[src/rtl/mips_pkg.sv]
// Shared MIPS datapath definitions: ALU opcodes, register-zero constant,
// bypass source select and the EX-stage control payload.
package mips_pkg;

  localparam int unsigned REG_W  = 5;
  localparam int unsigned ALU_W  = 4;

  localparam logic [REG_W-1:0] REG_ZERO = 5'd0;

  typedef enum logic [ALU_W-1:0] {
    ALU_AND = 4'd0,
    ALU_OR  = 4'd1,
    ALU_ADD = 4'd2,
    ALU_SUB = 4'd6,
    ALU_SLT = 4'd7,
    ALU_NOR = 4'd12
  } alu_ctrl_t;

  typedef enum logic [1:0] {
    FWD_RF  = 2'd0,
    FWD_EX  = 2'd1,
    FWD_MEM = 2'd2,
    FWD_WB  = 2'd3
  } fwd_sel_t;

  // Control fields carried from ID into EX.
  typedef struct packed {
    logic [REG_W-1:0] rw;
    logic             reg_wr;
    logic             mem_rd;
    logic             mem_wr;
    logic [ALU_W-1:0] alu_ctrl;
    logic             valid;
  } ex_ctrl_t;

endpackage

[src/rtl/forward_mux.sv]
// Per-operand bypass selector. Priority EX > MEM > WB > register file;
// register 0 always reads as zero.
//   src      : source register number
//   rf_data  : register file read data
//   *_en/*_rw/*_data : bypass tuple from EX, MEM, WB
//   data     : selected operand value
//   sel      : which source was chosen (debug)
module forward_mux
  import mips_pkg::*;
#(
  parameter int unsigned W = 32
) (
  input  logic [REG_W-1:0] src,
  input  logic [W-1:0]     rf_data,
  input  logic             ex_en,
  input  logic [REG_W-1:0] ex_rw,
  input  logic [W-1:0]     ex_data,
  input  logic             mem_en,
  input  logic [REG_W-1:0] mem_rw,
  input  logic [W-1:0]     mem_data,
  input  logic             wb_en,
  input  logic [REG_W-1:0] wb_rw,
  input  logic [W-1:0]     wb_data,
  output logic [W-1:0]     data,
  output fwd_sel_t         sel
);

  always_comb begin
    data = rf_data;
    sel  = FWD_RF;
    if (src == REG_ZERO) begin
      data = '0;
      sel  = FWD_RF;
    end else if (ex_en && (ex_rw == src)) begin
      data = ex_data;
      sel  = FWD_EX;
    end else if (mem_en && (mem_rw == src)) begin
      data = mem_data;
      sel  = FWD_MEM;
    end else if (wb_en && (wb_rw == src)) begin
      data = wb_data;
      sel  = FWD_WB;
    end
  end

endmodule

[src/rtl/operand_stage.sv]
// ID/EX pipeline stage: forwards operands, detects load-use hazards,
// accepts mispredict flushes and registers operands/control for EX.
//   Clk/Resetn        : clock, async active-low reset
//   BusA/BusB, RA/RB  : register file data and source registers
//   ID_*              : decoded instruction in ID
//   EX_Result, MEM_*, WB_* : bypass sources
//   Flush             : kill the ID instruction
//   Stall             : hold PC and IF/ID (combinational)
//   EX_*              : registered operands and control for EX
//   StallCount/FlushCount : saturating performance counters
module operand_stage
  import mips_pkg::*;
#(
  parameter int unsigned W  = 32,
  parameter int unsigned CW = 32
) (
  input  logic          Clk,
  input  logic          Resetn,
  input  logic [W-1:0]  BusA,
  input  logic [W-1:0]  BusB,
  input  logic [4:0]    RA,
  input  logic [4:0]    RB,
  input  logic          ID_UseA,
  input  logic          ID_UseB,
  input  logic [W-1:0]  ID_Imm,
  input  logic [4:0]    ID_RW,
  input  logic          ID_RegWr,
  input  logic          ID_MemRd,
  input  logic          ID_MemWr,
  input  logic          ID_ALUSrc,
  input  logic [3:0]    ID_ALUCtrl,
  input  logic          ID_Valid,
  input  logic [W-1:0]  EX_Result,
  input  logic [W-1:0]  MEM_Result,
  input  logic [4:0]    MEM_RW,
  input  logic          MEM_RegWr,
  input  logic [W-1:0]  WB_BusW,
  input  logic [4:0]    WB_RW,
  input  logic          WB_RegWr,
  input  logic          Flush,
  output logic          Stall,
  output logic [W-1:0]  EX_OpA,
  output logic [W-1:0]  EX_OpB,
  output logic [W-1:0]  EX_StoreData,
  output logic [4:0]    EX_RW,
  output logic          EX_RegWr,
  output logic          EX_MemRd,
  output logic          EX_MemWr,
  output logic [3:0]    EX_ALUCtrl,
  output logic          EX_Valid,
  output logic [CW-1:0] StallCount,
  output logic [CW-1:0] FlushCount
);

  logic [W-1:0] fwd_a;
  logic [W-1:0] fwd_b;
  logic [W-1:0] op_b;
  fwd_sel_t     sel_a;
  fwd_sel_t     sel_b;
  logic         unused_sel;
  logic         ex_fwd_en;
  logic         load_use;
  ex_ctrl_t     id_ctrl;

  // A load in EX has no result yet, so it must not be bypassed from EX.
  assign ex_fwd_en = EX_Valid & EX_RegWr & ~EX_MemRd;

  forward_mux #(.W(W)) u_fwd_a (
    .src(RA), .rf_data(BusA),
    .ex_en(ex_fwd_en), .ex_rw(EX_RW), .ex_data(EX_Result),
    .mem_en(MEM_RegWr), .mem_rw(MEM_RW), .mem_data(MEM_Result),
    .wb_en(WB_RegWr), .wb_rw(WB_RW), .wb_data(WB_BusW),
    .data(fwd_a), .sel(sel_a)
  );

  forward_mux #(.W(W)) u_fwd_b (
    .src(RB), .rf_data(BusB),
    .ex_en(ex_fwd_en), .ex_rw(EX_RW), .ex_data(EX_Result),
    .mem_en(MEM_RegWr), .mem_rw(MEM_RW), .mem_data(MEM_Result),
    .wb_en(WB_RegWr), .wb_rw(WB_RW), .wb_data(WB_BusW),
    .data(fwd_b), .sel(sel_b)
  );

  assign unused_sel = ^{sel_a, sel_b};

  // EX_Valid gating keeps bubble data fields from raising a hazard;
  // reset clears EX_Valid asynchronously, so Stall drops with it.
  assign load_use = ID_Valid & EX_Valid & EX_MemRd & (EX_RW != REG_ZERO) &
                    ((ID_UseA & (EX_RW == RA)) | (ID_UseB & (EX_RW == RB)));

  assign Stall = load_use & ~Flush;

  assign op_b = ID_ALUSrc ? ID_Imm : fwd_b;

  always_comb begin
    id_ctrl          = '0;
    id_ctrl.rw       = ID_RW;
    id_ctrl.reg_wr   = ID_RegWr & ID_Valid;
    id_ctrl.mem_rd   = ID_MemRd & ID_Valid;
    id_ctrl.mem_wr   = ID_MemWr & ID_Valid;
    id_ctrl.alu_ctrl = ID_ALUCtrl;
    id_ctrl.valid    = ID_Valid;
  end

  // ID/EX register; flush and stall both insert an all-zero bubble.
  always_ff @(posedge Clk or negedge Resetn) begin
    if (!Resetn) begin
      EX_OpA       <= '0;
      EX_OpB       <= '0;
      EX_StoreData <= '0;
      EX_RW        <= '0;
      EX_RegWr     <= 1'b0;
      EX_MemRd     <= 1'b0;
      EX_MemWr     <= 1'b0;
      EX_ALUCtrl   <= '0;
      EX_Valid     <= 1'b0;
    end else if (Flush || Stall) begin
      EX_OpA       <= '0;
      EX_OpB       <= '0;
      EX_StoreData <= '0;
      EX_RW        <= '0;
      EX_RegWr     <= 1'b0;
      EX_MemRd     <= 1'b0;
      EX_MemWr     <= 1'b0;
      EX_ALUCtrl   <= '0;
      EX_Valid     <= 1'b0;
    end else begin
      EX_OpA       <= fwd_a;
      EX_OpB       <= op_b;
      EX_StoreData <= fwd_b;
      EX_RW        <= id_ctrl.rw;
      EX_RegWr     <= id_ctrl.reg_wr;
      EX_MemRd     <= id_ctrl.mem_rd;
      EX_MemWr     <= id_ctrl.mem_wr;
      EX_ALUCtrl   <= id_ctrl.alu_ctrl;
      EX_Valid     <= id_ctrl.valid;
    end
  end

  // Saturating counters; Stall is already masked by Flush.
  always_ff @(posedge Clk or negedge Resetn) begin
    if (!Resetn) begin
      StallCount <= '0;
      FlushCount <= '0;
    end else begin
      if (Flush && (FlushCount != '1)) FlushCount <= FlushCount + CW'(1);
      if (Stall && (StallCount != '1)) StallCount <= StallCount + CW'(1);
    end
  end

endmodule

[config.mk]
export PLATFORM = sky130hd
export DESIGN_NAME = operand_stage
export DESIGN_NICKNAME = d
export VERILOG_FILES = /design/src/rtl/mips_pkg.sv /design/src/rtl/forward_mux.sv /design/src/rtl/operand_stage.sv
export SDC_FILE = /design/constraint.sdc
export NUM_CORES = 1
export LEC_CHECK = 0
export ABC_CLOCK_PERIOD_IN_PS = 2100
export BUFFER_PORTS_ARGS = -buffer_cell sky130_fd_sc_hd__buf_2
export CAP_MARGIN = 10
export CELL_PAD_IN_SITES_DETAIL_PLACEMENT = 1
export CELL_PAD_IN_SITES_GLOBAL_PLACEMENT = 1
export CORE_UTILIZATION = 31
export DETAILED_ROUTE_END_ITERATION = 8
export PLACE_DENSITY_LB_ADDON = 0.08
export SYNTH_ARGS = -nofsm -noshare
export SYNTH_HDL_FRONTEND = slang
export SYNTH_SLANG_ARGS = --single-unit
[constraint.sdc]
create_clock -name Clk -period 2.1 [get_ports Clk]
set_input_delay 0.42 -clock Clk [delete_from_list [all_inputs] [get_ports Clk]]
set_output_delay 0.42 -clock Clk [all_outputs]
set_load 0.02 [all_outputs]
* Word level (Yosys, flattened, before mapping)
Cells that the tools add are included.
** Cells by class
- $add $sub $neg :: 2
- Eq/ne operators :: 8
- Mux-type cells :: 18
- Reductions and logical operators :: 12
- Bitwise logic cells :: 15
** Operators with widths (count)
- $mux W32 :: 12
- $add A32 B1 Y32 const B :: 2
- $ne A32 B32 Y1 const B :: 2
- $eq A5 B5 Y1 :: 6
- $and A1 B1 Y1 :: 12
- $logic_not A5 Y1 :: 2
- $logic_and A1 B1 Y1 :: 8
- $mux W5 :: 1
- $reduce_bool A5 Y1 :: 1
- $mux W1 :: 4
- $mux W4 :: 1
- $not A1 Y1 :: 2
- $logic_or A1 B1 Y1 :: 1
- $or A1 B1 Y1 :: 1
** Storage, ports and cells
- Register bits after elaboration :: 173
- Word-level logic and storage cells :: 66
- Output and inout bits :: 174

* Depth between registers and ports, before layout
- Word-level depth :: 8
- Gate-level depth with buffers :: 9
- Gate-level depth less buffers :: 7

* Hierarchy
From an unflattened synthesis, not the netlist that was laid out.
** Unflattened totals
- Cells, all modules :: 941
- Area, all modules :: 10109.7 µm²
** By module, submodules not included
- operand_stage :: times used 1, cells an instance 573, area an instance 7001.7 µm²
- forward_mux :: times used 2, cells an instance 184, area an instance 1554.0 µm²

* Worst setup path before layout
No wires, ideal clock.
- Path kind :: reg2out
- Start :: register EX_RW[0]
- End :: output Stall
- Path slack :: -0.155 ns
- Stages on the path, launching flop included :: 7
- Arrival :: 1.835 ns
- Data required time :: 1.680 ns
- Path through :: dfrtp_1 -> or4_1 -> o2111ai_1 -> nand2b_1 -> a21o_1 -> inv_1 -> buf_2
** Between the ends
- Longest elaborated chain between the ends :: 5
- Elaborated cells between the ends (all ways) :: 9
** Ends and longest elaborated chain
- from (decl) :: RTL line operand_stage.sv:45 : output logic [4:0] EX_RW,
- from (signal assigned) :: RTL line operand_stage.sv:131 : EX_RW <= id_ctrl.rw;
- $eq A5 B5 Y1 :: RTL line operand_stage.sv:89 : ((ID_UseA & (EX_RW == RA)) | (ID_UseB & (EX_RW == RB)));
- $and A1 B1 Y1 :: RTL line operand_stage.sv:89
- $or A1 B1 Y1 :: RTL line operand_stage.sv:89
- $and A1 B1 Y1 (*) :: RTL line operand_stage.sv:88 : assign load_use = ID_Valid & EX_Valid & EX_MemRd & (EX_RW != REG_ZERO) &
- $and A1 B1 Y1 (*) :: RTL line operand_stage.sv:91 : assign Stall = load_use & ~Flush;
- to (decl) :: RTL line operand_stage.sv:41 : output logic Stall,
Mark *: on every way between the ends. The rest lies on a longest branch, timed or not.

* Worst setup path in the final report
- Start :: register EX_RW[1]
- End :: output Stall
Same word-level chain as after synthesis.

==> reports/summary.md <==
The run finished, with violations left. The final reports fail on negative setup slack. The critical path start-end classification is flop to primary output.

In this run, synthesis inferred 0 flip-flops with an integrated enable. In the synthesized netlist the async set-or-reset flop fraction comes to 100.0%. The biggest area contributor in the post-synthesis netlist is dfrtp_1. In this run the tightest slew margin relative to its limit is 62.45%. The number of instances in the placed design was 1706; the global-route wire length before repair was 58.46 mm. Clock tree synthesis found a total of 173 sinks. The largest fanout on the critical path was 3. Minimum clock period: 2559 ps.

The floorplan has 61 rows. The H-tree was split into 4 levels. Counting every net in the synthesized netlist gives 1102. At the end of the flow, the number of nets in the layout was 1635.

In this run the count of I/O pins placed on the die edge is 407. The die is 170.7 um wide. Fraction of final layout cells with drive strength greater than 1: 52.02%. Synthesis produced 867 cells. The signal on the critical path passes through or4_4, o2111ai_4, nand2b_4, a21o_1, inv_2, buf_6. The number of antenna violations at the first check in global routing was 19.

Among cell families on the critical path, the largest total delay comes from simple AND/OR/NAND/NOR gates. The detailed-route vias per instance was 5.104. For the maximum clock frequency, the log shows 390.7 MHz. STA classifies the critical path startpoint as a flop.

Once layout is complete, the utilization of the core stands at 51.06%. The type of the most critical hold path is primary input to flop. For this run, the number of standard cells in the final layout without fillers is 1805. The max-slew violation count was 0; the worst hold margin was 185.0 ps. Most frequent cell after synthesis: dfrtp_1. TritonCTS built the clock tree. The tools report the count of unresolved DRC violations after routing as 0.

The number of buffers on the longest clock path is 2. Clock latency on the worst-skew pair, taken at its later pin, is 440 ps. The total track usage is 27.17%, and the number of setup violations in the final report is 127. The synthesized area per cell is 10.18 sq um, and the wire length after detailed routing is 41.78 mm.

Combined buffer and inverter count along the critical path: 2. The detailed router finished its first iteration with 398 violations. In the post-synthesis netlist, the biggest area contributors are dfrtp_1 49%, mux2i_1 6.6%, a211o_1 5.8%. The number of buffers inserted by port buffering was 406. Summed over all failing endpoints, the final setup total negative slack is -24590 ps. The netlist uses 43 different library cells. The logs give 59 for the maximum number of pins on one net before global-route repair and 17 for the number of buffers created by CTS.

The data arrival time at the worst-slack endpoint came out at 2140 ps. In this design, the stage delay of the slowest critical-path cell is 560 ps. Summed over all cells, the static leakage comes to 7.619 nW. Clock-pin slew was measured on the worst setup and hold paths at 70 ps.

Dividing the detail-routed wire length by the instance count gives 23.14 um. At the end of routability-driven placement, the weighted congestion stood at 0.8842. The tool flagged a number of max-cap violations equal to 0. After layout, the worst path uses 121.9% of the clock period.

The smallest setup slack after layout was -459.4 ps; the remaining antenna violation count after routing was 0. For this run, the number of Yosys warnings is 0. Once the floorplan was initialized, standard cells occupied 31.67% of the core. The detailed router placed 9212 vias in this run. The floorplan step set the die height to 170.7 um. Across the VDD grid, the largest voltage drop is 0.4981 mV. Cell area power density: 604.9 nW/um^2.

Setup repair after global routing could not meet its margin everywhere. Critical path endpoint category: a primary output. The pre-antenna-repair detailed-routing pass consisted of 5 iterations. The region available for standard cell placement spans 27860 sq um. In the synthesized netlist the dominant register cell turns out to be dfrtp_1. The total half-perimeter wirelength after legalization and detailed placement was 28.64 mm.

The number of global-route vias before repair was 9717; the register bit count reported by yosys was 173. At the pin with the least slew margin, the transition time is 555.4 ps. Library cell used as clock root buffer: clkbuf_16. The area growth from synthesis to layout is 61.22%.

For the worst setup skew after layout, the log shows 14.26 ps. Sequential elements use 49.06% of the synthesized area. Number of endpoints with negative hold slack in the final report: 0. By count the netlist is led by 173 x dfrtp_1, 111 x nor2_1, 58 x a211o_1, 58 x mux2i_1, 53 x nand2_1. The slowest stage cell on the critical path was or4_4.

The run gives 29140 sq um as the die area. The share of the synthesized area in the top cell type is 49.06%, and the total global routing overflow is 0. STA puts the critical path data required time at 1680 ps. Total power for the finished layout comes to 8.604 mW. In this run the cell area of the synthesized design comes to 8823 sq um.
## what timing repair did
action / CTS / global route
hold buffers: 1 / 0
setup buffers: 21 / 24
pin swaps: 32 / 42
gates cloned: 9 / 6
gates resized for setup: 60 / 126
hold endpoints to repair: 20 / 0
endpoints found under the setup margin: 97 / 161
## cell type report
class	count	area [sq um]
fill	3141	13630
inverter	8	30.03
clock buffer	20	446.7
multi-input combinational	637	4994
clock inverter	12	112.6
timing repair buffer	563	3790
sequential	173	4344
tap	378	473.0
antenna	14	35.03
## final timing paths
kind                                startpoint        endpoint  slack [ps]  depth (start not counted)
min in group asynchronous               Resetn   StallCount[2]         410                          2
max in group asynchronous               Resetn      EX_OpB[18]         990                          3
worst min register to register  FlushCount[31]  FlushCount[31]         480                          1
worst min-delay path                 ID_Imm[6]       EX_OpB[6]         190                          2
worst max-delay path                  EX_RW[1]           Stall        -460                          6
worst max register to register        EX_RW[3]       EX_OpA[5]        -330                         16
## cells in the final DEF, fill, tap and decap left out, types with 4 or more instances in the layout
| cell | instances |
|---|---|
| nand4_1 | 21 |
| inv_1 | 7 |
| diode_2 | 14 |
| nor4_1 | 5 |
| nand3_2 | 13 |
| dfrtp_1 | 161 |
| nor2_1 | 104 |
| nor3_1 | 31 |
| nor2_2 | 8 |
| xor2_1 | 41 |
| a21oi_1 | 12 |
| a21oi_2 | 20 |
| xnor2_1 | 38 |
| nor3_2 | 8 |
| or3_4 | 6 |
| or3_1 | 5 |
| buf_16 | 5 |
| xnor2_2 | 10 |
| nand4b_1 | 5 |
| clkinvlp_4 | 4 |
| buf_12 | 17 |
| a211o_1 | 58 |
| and3_1 | 21 |
| buf_4 | 94 |
| nand3_1 | 20 |
| clkbuf_16 | 22 |
| and4_1 | 7 |
| mux2_2 | 8 |
| nor3_4 | 5 |
| mux2i_1 | 58 |
| nand3_4 | 7 |
| buf_2 | 404 |
| nand2_1 | 48 |
| dfrtp_2 | 12 |
| o2bb2ai_2 | 14 |
| and2_1 | 4 |
| o2bb2ai_1 | 18 |
| buf_6 | 33 |
## where the power goes
| group | switching (mW) | internal (mW) |
|---|---|---|
| Clock | 1.47 | 1.68 |
| Sequential | 0.0877 | 3.53 |
| Combinational | 1.04 | 0.788 |
## registers in the layout, summed over array words and instances, names as in the netlist
name	cells
FlushCount	32
EX_MemWr	1
EX_OpA	32
EX_RegWr	1
EX_StoreData	32
EX_RW	5
StallCount	32
EX_OpB	32
EX_Valid	1
EX_MemRd	1
EX_ALUCtrl	4
## logic make-up after synthesis
logic type / share of synthesized area, %
adders and majority gates: 0.2836
xor gates and xnor gates: 9.033
DFF: 49.06
AOI/OAI and AO/OA: 12.27
buffers and inverters: 2.666
muxes: 7.728
and+or+nand+nor: 18.96
## stage by stage
stage	area (sq um)	setup WS, ps
final	14220	-459.4
after global placement	12130	-302.7
after floorplan	8846	-78.23
after detailed placement	12130	-346.5
after global routing	14220	-530.3
after CTS	13340	-436.2
## metal layers
layer,up-vias,global-route usage [%],routed length (um)
li1,4202,-,-
met1,4647,31.84,16310
met2,301,47.56,22080
met3,54,6.778,2390
met4,8,10.30,937
met5,-,0,54
Note: power is estimated with default switching activity, not from simulation.
